### src/rtl/mc_pkg.sv
// Shared constants for the multi-cycle MIPS controller.
//   - FSM state codes (4-bit)
//   - opcode (IR[31:26]) and R-type func (IR[5:0]) values
//   - datapath select codes: ALUop, PCSrc, ALUSrcB, MemtoReg
package mc_pkg;

  // FSM states
  localparam logic [3:0] S_FETCH  = 4'd0;
  localparam logic [3:0] S_DECODE = 4'd1;
  localparam logic [3:0] S_MEMADR = 4'd2;
  localparam logic [3:0] S_MEMRD  = 4'd3;
  localparam logic [3:0] S_MEMWB  = 4'd4;
  localparam logic [3:0] S_MEMWR  = 4'd5;
  localparam logic [3:0] S_REX    = 4'd6;
  localparam logic [3:0] S_RWB    = 4'd7;
  localparam logic [3:0] S_BRANCH = 4'd8;
  localparam logic [3:0] S_IEX    = 4'd9;
  localparam logic [3:0] S_IWB    = 4'd10;
  localparam logic [3:0] S_JUMP   = 4'd11;
  localparam logic [3:0] S_JAL    = 4'd12;
  localparam logic [3:0] S_JR     = 4'd13;

  // Opcodes
  localparam logic [5:0] OP_RTYPE = 6'h00;
  localparam logic [5:0] OP_J     = 6'h02;
  localparam logic [5:0] OP_JAL   = 6'h03;
  localparam logic [5:0] OP_BEQ   = 6'h04;
  localparam logic [5:0] OP_BNE   = 6'h05;
  localparam logic [5:0] OP_ADDI  = 6'h08;
  localparam logic [5:0] OP_SLTI  = 6'h0A;
  localparam logic [5:0] OP_LW    = 6'h23;
  localparam logic [5:0] OP_SW    = 6'h2B;

  // R-type func codes
  localparam logic [5:0] FN_JR    = 6'h08;
  localparam logic [5:0] FN_ADD   = 6'h20;
  localparam logic [5:0] FN_SUB   = 6'h22;
  localparam logic [5:0] FN_AND   = 6'h24;
  localparam logic [5:0] FN_OR    = 6'h25;
  localparam logic [5:0] FN_SLT   = 6'h2A;

  // ALU operation codes
  localparam logic [2:0] ALU_AND  = 3'b000;
  localparam logic [2:0] ALU_OR   = 3'b001;
  localparam logic [2:0] ALU_ADD  = 3'b010;
  localparam logic [2:0] ALU_SUB  = 3'b110;
  localparam logic [2:0] ALU_SLT  = 3'b111;

  // PC source select
  localparam logic [1:0] PCSRC_ALU    = 2'b00;
  localparam logic [1:0] PCSRC_ALUOUT = 2'b01;
  localparam logic [1:0] PCSRC_JUMP   = 2'b10;
  localparam logic [1:0] PCSRC_RS     = 2'b11;

  // ALU B operand select
  localparam logic [1:0] SRCB_REG = 2'b00;
  localparam logic [1:0] SRCB_ONE = 2'b01;
  localparam logic [1:0] SRCB_IMM = 2'b10;
  localparam logic [1:0] SRCB_BRT = 2'b11;

  // Register write-back source select
  localparam logic [1:0] M2R_ALUOUT = 2'b00;
  localparam logic [1:0] M2R_MDR    = 2'b01;
  localparam logic [1:0] M2R_PC     = 2'b10;

endpackage

### src/rtl/multicycle_controller_alu_func_decoder.sv
// alu_func_decoder: maps an R-type func field to an ALU operation.
//   func_i  [5:0]  IR[5:0]
//   aluop_o [2:0]  ALU operation for the REX state
//   valid_o        1 when func is one of the supported ALU functions
// jr (func 08h) is not an ALU function and reports valid_o=0; the
// controller recognises it separately.
module alu_func_decoder
  import mc_pkg::*;
(
  input  logic [5:0] func_i,
  output logic [2:0] aluop_o,
  output logic       valid_o
);

  always_comb begin
    aluop_o = ALU_AND;
    valid_o = 1'b1;
    case (func_i)
      FN_ADD:  aluop_o = ALU_ADD;
      FN_SUB:  aluop_o = ALU_SUB;
      FN_AND:  aluop_o = ALU_AND;
      FN_OR:   aluop_o = ALU_OR;
      FN_SLT:  aluop_o = ALU_SLT;
      default: valid_o = 1'b0;
    endcase
  end

endmodule

### src/rtl/multicycle_controller.sv
// multicycle_controller: Moore FSM sequencing a multi-cycle MIPS datapath
// (shared memory, IR/MDR/A/B/ALUOut registers, word-addressed PC).
// Ports:
//   clk, rst            clock, synchronous active-high reset
//   opc, func           IR[31:26], IR[5:0]
//   zero                ALU zero flag (used only by the branch state)
//   mem_ready           memory access complete (only with MC_MEM_WAIT_EN)
//   IorD..RegWrite      datapath strobes/selects, decoded from the state
//   illegal             one-cycle pulse when DECODE sees an unknown opc/func
//   instret             retired instruction counter (wraps)
//   bus_err             sticky memory-timeout flag
//   state_dbg_o         current FSM state, for observation
// Build option: define MC_MEM_WAIT_EN to let FETCH/MEMRD/MEMWR stretch until
// mem_ready, with a timeout of MEM_TIMEOUT not-ready cycles per access.
module multicycle_controller
  import mc_pkg::*;
#(
  parameter int INSTRET_W   = 16,
  parameter int MEM_TIMEOUT = 15
) (
  input  logic                 clk,
  input  logic                 rst,
  input  logic [5:0]           opc,
  input  logic [5:0]           func,
  input  logic                 zero,
`ifdef MC_MEM_WAIT_EN
  input  logic                 mem_ready,
`endif
  output logic                 IorD,
  output logic                 MemRead,
  output logic                 MemWrite,
  output logic                 IRWrite,
  output logic                 PCWrite,
  output logic [1:0]           PCSrc,
  output logic                 ALUSrcA,
  output logic [1:0]           ALUSrcB,
  output logic [2:0]           ALUop,
  output logic                 RegDst,
  output logic                 Jal,
  output logic [1:0]           MemtoReg,
  output logic                 RegWrite,
  output logic                 illegal,
  output logic [INSTRET_W-1:0] instret,
  output logic                 bus_err,
  output logic [3:0]           state_dbg_o
);

  localparam int WAIT_W = $clog2(MEM_TIMEOUT + 1);

  // Memory handshake: the controller presents a request by sitting in a
  // memory state with MemRead/MemWrite high; the access completes in the
  // cycle mem_ready is 1, and only that cycle commits IRWrite/PCWrite/MemWrite.
  // Without the wait option every access completes in its first cycle.
  logic mem_rdy;
`ifdef MC_MEM_WAIT_EN
  assign mem_rdy = mem_ready;
`else
  assign mem_rdy = 1'b1;
`endif

  logic [3:0]           state_q, state_d;
  logic [INSTRET_W-1:0] instret_q, instret_d;
  logic                 bus_err_q, bus_err_d;
  logic [WAIT_W-1:0]    wait_cnt_q, wait_cnt_d;
  logic                 illegal_c;
  logic                 in_mem, timeout, retire;
  logic [2:0]           alu_func_op;
  logic                 alu_func_ok;

  alu_func_decoder u_alu_func_decoder (
    .func_i  (func),
    .aluop_o (alu_func_op),
    .valid_o (alu_func_ok)
  );

  assign in_mem  = (state_q == S_FETCH) || (state_q == S_MEMRD) || (state_q == S_MEMWR);
  // The wait counter holds the number of not-ready cycles already spent on
  // this access; the MEM_TIMEOUT-th not-ready cycle abandons it.
  assign timeout = in_mem && !mem_rdy && (wait_cnt_q == WAIT_W'(MEM_TIMEOUT - 1));

  // Next state
  always_comb begin
    state_d   = state_q;
    illegal_c = 1'b0;
    case (state_q)
      S_FETCH:  if (mem_rdy) state_d = S_DECODE;
      S_DECODE: begin
        case (opc)
          OP_RTYPE: begin
            if (alu_func_ok)        state_d = S_REX;
            else if (func == FN_JR) state_d = S_JR;
            else begin
              state_d   = S_FETCH;
              illegal_c = 1'b1;
            end
          end
          OP_LW, OP_SW:     state_d = S_MEMADR;
          OP_BEQ, OP_BNE:   state_d = S_BRANCH;
          OP_ADDI, OP_SLTI: state_d = S_IEX;
          OP_J:             state_d = S_JUMP;
          OP_JAL:           state_d = S_JAL;
          default: begin
            state_d   = S_FETCH;
            illegal_c = 1'b1;
          end
        endcase
      end
      S_MEMADR: state_d = (opc == OP_LW) ? S_MEMRD : S_MEMWR;
      S_MEMRD:  if (mem_rdy) state_d = S_MEMWB;
      S_MEMWR:  if (mem_rdy) state_d = S_FETCH;
      S_REX:    state_d = S_RWB;
      S_IEX:    state_d = S_IWB;
      default:  state_d = S_FETCH;
    endcase
    if (timeout) state_d = S_FETCH;
  end

  // An instruction retires when it re-enters FETCH from its last state;
  // illegal-opcode bounces (from DECODE), FETCH stalls and timeouts do not count.
  assign retire = (state_d == S_FETCH) && (state_q != S_FETCH) &&
                  (state_q != S_DECODE) && !timeout;

  always_comb begin
    instret_d  = retire ? instret_q + INSTRET_W'(1) : instret_q;
    bus_err_d  = bus_err_q | timeout;
    wait_cnt_d = (in_mem && !mem_rdy && !timeout) ? wait_cnt_q + WAIT_W'(1) : '0;
  end

  always_ff @(posedge clk) begin
    if (rst) begin
      state_q    <= S_FETCH;
      instret_q  <= '0;
      bus_err_q  <= 1'b0;
      wait_cnt_q <= '0;
    end else begin
      state_q    <= state_d;
      instret_q  <= instret_d;
      bus_err_q  <= bus_err_d;
      wait_cnt_q <= wait_cnt_d;
    end
  end

  // Output decode from the state register (plus zero in BRANCH and the
  // IR fields that select the ALU operation).
  always_comb begin
    IorD     = 1'b0;
    MemRead  = 1'b0;
    MemWrite = 1'b0;
    IRWrite  = 1'b0;
    PCWrite  = 1'b0;
    PCSrc    = PCSRC_ALU;
    ALUSrcA  = 1'b0;
    ALUSrcB  = SRCB_REG;
    ALUop    = ALU_AND;
    RegDst   = 1'b0;
    Jal      = 1'b0;
    MemtoReg = M2R_ALUOUT;
    RegWrite = 1'b0;
    illegal  = illegal_c;
    case (state_q)
      S_FETCH: begin
        MemRead = 1'b1;
        IRWrite = mem_rdy;
        PCWrite = mem_rdy;
        ALUSrcB = SRCB_ONE;
        ALUop   = ALU_ADD;
      end
      S_DECODE: begin
        ALUSrcB = SRCB_BRT;
        ALUop   = ALU_ADD;
      end
      S_MEMADR: begin
        ALUSrcA = 1'b1;
        ALUSrcB = SRCB_IMM;
        ALUop   = ALU_ADD;
      end
      S_MEMRD: begin
        IorD    = 1'b1;
        MemRead = 1'b1;
      end
      S_MEMWB: begin
        MemtoReg = M2R_MDR;
        RegWrite = 1'b1;
      end
      S_MEMWR: begin
        IorD     = 1'b1;
        MemWrite = mem_rdy;
      end
      S_REX: begin
        ALUSrcA = 1'b1;
        ALUop   = alu_func_op;
      end
      S_RWB: begin
        RegDst   = 1'b1;
        MemtoReg = M2R_ALUOUT;
        RegWrite = 1'b1;
      end
      S_BRANCH: begin
        ALUSrcA = 1'b1;
        ALUop   = ALU_SUB;
        PCSrc   = PCSRC_ALUOUT;
        PCWrite = (opc == OP_BEQ) ? zero : ~zero;
      end
      S_IEX: begin
        ALUSrcA = 1'b1;
        ALUSrcB = SRCB_IMM;
        ALUop   = (opc == OP_SLTI) ? ALU_SLT : ALU_ADD;
      end
      S_IWB: RegWrite = 1'b1;
      S_JUMP: begin
        PCSrc   = PCSRC_JUMP;
        PCWrite = 1'b1;
      end
      S_JAL: begin
        Jal      = 1'b1;
        MemtoReg = M2R_PC;
        RegWrite = 1'b1;
        PCSrc    = PCSRC_JUMP;
        PCWrite  = 1'b1;
      end
      S_JR: begin
        PCSrc   = PCSRC_RS;
        PCWrite = 1'b1;
      end
      default: ;
    endcase
    if (rst) begin
      IorD     = 1'b0;
      MemRead  = 1'b0;
      MemWrite = 1'b0;
      IRWrite  = 1'b0;
      PCWrite  = 1'b0;
      PCSrc    = 2'b00;
      ALUSrcA  = 1'b0;
      ALUSrcB  = 2'b00;
      ALUop    = 3'b000;
      RegDst   = 1'b0;
      Jal      = 1'b0;
      MemtoReg = 2'b00;
      RegWrite = 1'b0;
      illegal  = 1'b0;
    end
  end

  assign instret     = instret_q;
  assign bus_err     = bus_err_q;
  assign state_dbg_o = state_q;

endmodule

### config.mk
export PLATFORM = sky130hd
export DESIGN_NAME = multicycle_controller
export DESIGN_NICKNAME = d
export VERILOG_FILES = /design/src/rtl/mc_pkg.sv /design/src/rtl/multicycle_controller_alu_func_decoder.sv /design/src/rtl/multicycle_controller.sv
export SDC_FILE = /design/constraint.sdc
export NUM_CORES = 1
export LEC_CHECK = 0
export BUFFER_PORTS_ARGS = -buffer_cell sky130_fd_sc_hd__buf_2
export CAP_MARGIN = 20
export CORE_ASPECT_RATIO = 0.6
export CORE_UTILIZATION = 50
export DETAILED_ROUTE_END_ITERATION = 8
export PLACE_DENSITY = 0.76
export SLEW_MARGIN = 20
export SYNTH_ARGS = -nofsm -noshare
export SYNTH_HDL_FRONTEND = slang
export SYNTH_HIERARCHICAL = 1
export SYNTH_SLANG_ARGS = --single-unit
### constraint.sdc
create_clock -name clk -period 2.3 [get_ports clk]
set_clock_uncertainty 0.1 [all_clocks]
set_input_delay 0.345 -clock clk [delete_from_list [all_inputs] [get_ports clk]]
set_output_delay 0.345 -clock clk [all_outputs]
set_load 0.05 [all_outputs]
# Yosys cells after proc, flatten, opt, wreduce, memory -nomap -nowiden
# Index checks and enable logic that the tools add are counted.
# W data, S select, Z words.
# totals
out_inout_bits,40
in_bits,15
reg_bits,20
elab_cells,91
# classes
bitwise_logic,1
addsub,1
n_eq_ne,28
muxes,40
n_reduce_logical,19
# op_table
operator,count
$pmux W4 S6,2
$eq A6 B6 Y1 const B,7
$eq A4 B4 Y1 const B,6
$pmux W3 S4,2
$mux W1,23
$eq A6 B4 Y1 const B,3
$add A16 B1 Y16 const B,1
$eq A4 B3 Y1 const B,4
$reduce_or A2 Y1,7
$eq A6 B2 Y1 const B,2
$eq A6 B3 Y1 const B,2
$pmux W2 S3,2
$reduce_or A4 Y1,3
$mux W3,3
$eq A4 B2 Y1 const B,2
$logic_not A4 Y1,2
$mux W4,2
$reduce_or A8 Y1,1
$logic_not A6 Y1,1
$mux W2,3
$reduce_or A5 Y1,1
$eq A4 B1 Y1 const B,1
$ne A4 B1 Y1 const B,1
$pmux W1 S2,2
other kinds (5),6

# Logic depth before layout (Yosys ltp)
# depth
depth_word,9
ltp_mapped,6
mapped_depth_nobuf,5

# Hierarchy
# The synthesis kept the hierarchy.
# modules_own_cells
module,area_per_inst_um2,cells_per_inst,instances,seq_area_each_um2
multicycle_controller,1552.7,215,1,400.4
alu_func_decoder,71.3,9,1,0.0

# Worst setup path after synthesis
# OpenSTA, ideal clock, no wires.
# synth_path
path_kind,reg2out
startpoint,reg state_q[1] (netlist: state_dbg_o[1])
endpoint,out MemtoReg[1]
path_stages_with_launch,5
required_time_ns,1.855
path_slack_ns,-1.181
path_buffers,3
arrival_ns,3.036
cell_sequence,dfxtp_1 -> clkbuf_1 -> clkbuf_1 -> nor4_1 -> buf_4
# synth_between
elab_chain_len,3
elab_cells_between_ends,4
cone_classes,eq/ne: 2; mux: 2
# synth_lines
item,line,rtl
start: declaration,multicycle_controller.sv:61,"logic [3:0] state_q, state_d;"
start signal: assignment,multicycle_controller.sv:136,state_q <= state_d;
$eq A4 B4 Y1 / $eq A4 B3 Y1 (equally long branches),multicycle_controller.sv:160,case (state_q)
$pmux W2 S2 *,multicycle_controller.sv:160,
$mux W2 *,multicycle_controller.sv:227,if (rst) begin
end: declaration,multicycle_controller.sv:40,"output logic [1:0] MemtoReg,"
# Mark *: on every way between the ends. The rest lies on a longest branch, timed or not.

# Final worst setup path
# layout_path
startpoint,reg state_q[1] (netlist: state_dbg_o[1])
endpoint,out PCWrite
# layout_between
elab_chain_len,4
elab_cells_between_ends,8
cone_classes,eq/ne: 4; mux: 2; reduce/logical: 2
# layout_lines
item,line,rtl
$eq A4 B4 Y1 / $logic_not A4 Y1 (equally long branches),multicycle_controller.sv:160,
$reduce_or A4 Y1 (no line),-,
$pmux W1 S2 *,multicycle_controller.sv:160,
$mux W1 *,multicycle_controller.sv:227,
end: declaration,multicycle_controller.sv:33,"output logic PCWrite,"
# Marks and branches as above.

==> results_dict.tcl <==
set metrics [dict create \
    vias_per_cell 5.97 \
    start_kind "flip-flop" \
    r2r_cells 5 \
    syn_nets 240 \
    required_ns 1.86 \
    synth_seq_cells 20 \
    hold_depth 2 \
    clock_sinks 20 \
    die_w_um 75.6 \
    track_usage 0.269 \
    fmax_mhz 454 \
    diodes 0 \
    status "finished clean" \
    fp.dieArea_um2 3490 \
    clk_pin_slew_ns 0.07 \
    arrival_ns 1.76 \
    synthArstFlopShare 0 \
    placement.io_buffers 53 \
    row_count 15 \
    period_share 0.957 \
    cp-end-kind "output pin" \
    synth_area_um2 1620 \
    holdPathEnd "instret[9]" \
    totalPowerFinal_uw 747 \
    root_buffer "clkbuf_8" \
    mostFrequentLayoutCells "52 x buf_2, 20 x a21oi_1, 18 x nor2_1" \
    yosysUniqueCellTypes 52 \
    initial_utilization 0.544 \
    vias 1886 \
    p_per_area_nw_per_um2 351 \
    fin_crit_ns 2.20 \
    p_leak_uw 0.000824 \
    slew_violations 0 \
    die_h_um 46.1 \
    cp_top_family "simple AND/OR/NAND/NOR gates" \
    antenna_left 0 \
    ir_drop_uv 297 \
    ioPinCount 55 \
    final_common_cell "buf_2" \
    avgRoutedWirePerCell_um 14.2 \
    synth_ff_type "dfxtp_1" \
    postLayoutCoreUtil 0.713 \
    clock_path_buffers 2 \
    setup_viol 0 \
    dp.cells 313 \
    cts_hold_buf 0 \
    syn2layout_area_growth_pct 31.0 \
    crit_slowest_cell "or4_1" \
    syn_avg_cell_area_um2 7.25 \
    ys_warn_count 6 \
    rrSetupSlack_ns 0.26 \
    antenna_found_initial 0 \
    core_um2 2980 \
    firstDrtPassIters 4 \
    routed_wl_um 4500 \
    crit_type "flip-flop to output pin" \
    grt_pass1_vias 1446 \
    drc 0 \
    clk_latency_ns 0.25 \
    drive_above_1_share 0.347 \
    cp_cell_sequence "buf_4 > or4_1 > o22ai_2 > buf_2" \
    stdcell_count 316 \
    netlist_instances 224 \
    crit_path_max_incr_delay_ns 0.54 \
    yosysSeqAreaShare 0.247 \
    hp-class "flip-flop to flip-flop" \
    grt-ovfl-total 0 \
    grt_max_degree 30 \
    hpwl_um 3420 \
    worst-path-max-fanout 11 \
    numCtsBuffers 3 \
    grt_pass1_wl_um 6950 \
    htree_levels 1 \
    rsz0062_at_grt "false" \
    final_nets 292 \
    gp_congestion 0.877 \
    hp-start "instret[9]" \
    timing.rr.end "instret[12]" \
    cap_violations 0 \
    hold_violations 0 \
    synth_edf_count 0 \
    n_fill_cell 256 \
    critPathBufInv 2 \
    cts_tree "done" \
    drt_iter0_markers 152 \
    reg2reg_from "state_dbg_o[0]" \
]
[worst max-delay path by stage]
stage,from,endpoint,depth (start not counted)
detailed placement,func[4],illegal,7
global placement,func[4],illegal,7
floorplan,state_dbg_o[2],MemtoReg[0],3
global route,state_dbg_o[0],ALUop[2],6
finish,state_dbg_o[1],PCWrite,4
CTS,state_dbg_o[2],ALUop[2],5
[per-stage QoR]
step                TNS, ns  hold slack (ns)  setup WS [ns]  instance area [um^2]
finish                    0            0.394         0.0992                  2130
global route              0            0.431         0.0261                  2130
CTS                       0            0.395         0.0402                  2110
global placement          0            0.367          0.135                  2070
floorplan            -0.522            0.464         -0.278                  1740
detailed placement        0            0.384         0.0872                  2070
[power by group]
part | leakage, uW | internal (uW) | switching (uW)
logic | 0.000640 | 55.4 | 122
clock network | 0.0000216 | 116 | 104
registers | 0.000163 | 348 | 1.85
[timing repair]
action,4_1_cts,5_1_grt
gates resized for setup,0,5
setup endpoints to repair,0,2
setup buffers,0,0
[worst min-delay path, cell delays in order, from the launching register on]
cell	delay, ns
dfxtp_1	0.33
o31ai_1	0.07
a21oi_1	0.06
[area by class of cell]
class,count,area [um^2],share of cell area
sequential,20,405,0.190
inverter,8,30.0,0.0141
multi-input combinational,178,1240,0.583
tap,42,52.6,0.0247
timing repair buffer,65,358,0.168
clock buffer,3,41.3,0.0194
[sequential cells by signal, indices dropped and copies added, names as in the netlist]
register and cells:
state_dbg_o 4, instret 16
[kinds of logic (layout without fill, tap and decap cells)]
| group | after synthesis | count (layout) | synth area share |
|---|---|---|---|
| muxes | 3 | 3 | 0.0208 |
| AOI/OAI and AO/OA | 62 | 62 | 0.252 |
| adders and majority gates | 1 | 1 | 0.00770 |
| xor gates and xnor gates | 2 | 2 | 0.0108 |
| buffers and inverters | 26 | 76 | 0.0663 |
| and+or+nand+nor | 109 | 109 | 0.394 |
| DFF | 20 | 20 | 0.247 |
| other | 1 | 1 | 0.00231 |
[cell usage after synthesis, types with 3 or more instances]
master | number | share of area
nor4_1 | 7 | 0.027
o21ai_0 | 8 | 0.025
nand2b_1 | 7 | 0.027
nand2_1 | 13 | 0.030
nand4_1 | 4 | 0.015
a211oi_1 | 6 | 0.028
inv_1 | 8 | 0.018
nand3_1 | 9 | 0.028
nor2b_1 | 8 | 0.031
o31ai_1 | 11 | 0.051
mux2_2 | 3 | 0.021
nor3_1 | 10 | 0.031
nor2_1 | 19 | 0.044
or4_1 | 11 | 0.051
nor4b_1 | 3 | 0.016
dfxtp_1 | 20 | 0.25
a21oi_1 | 22 | 0.068
clkbuf_1 | 13 | 0.030
[routing by layer]
layer / vias to the layer above / GRT usage / wire (um)
met3: 2 / 0.0766 / 392
li1: 942 / - / -
met2: 74 / 0.355 / 1750
met4: 0 / 0.0222 / 14
met5: - / 0 / 0
met1: 868 / 0.429 / 2340
Note: power is estimated with default switching activity, not from simulation.
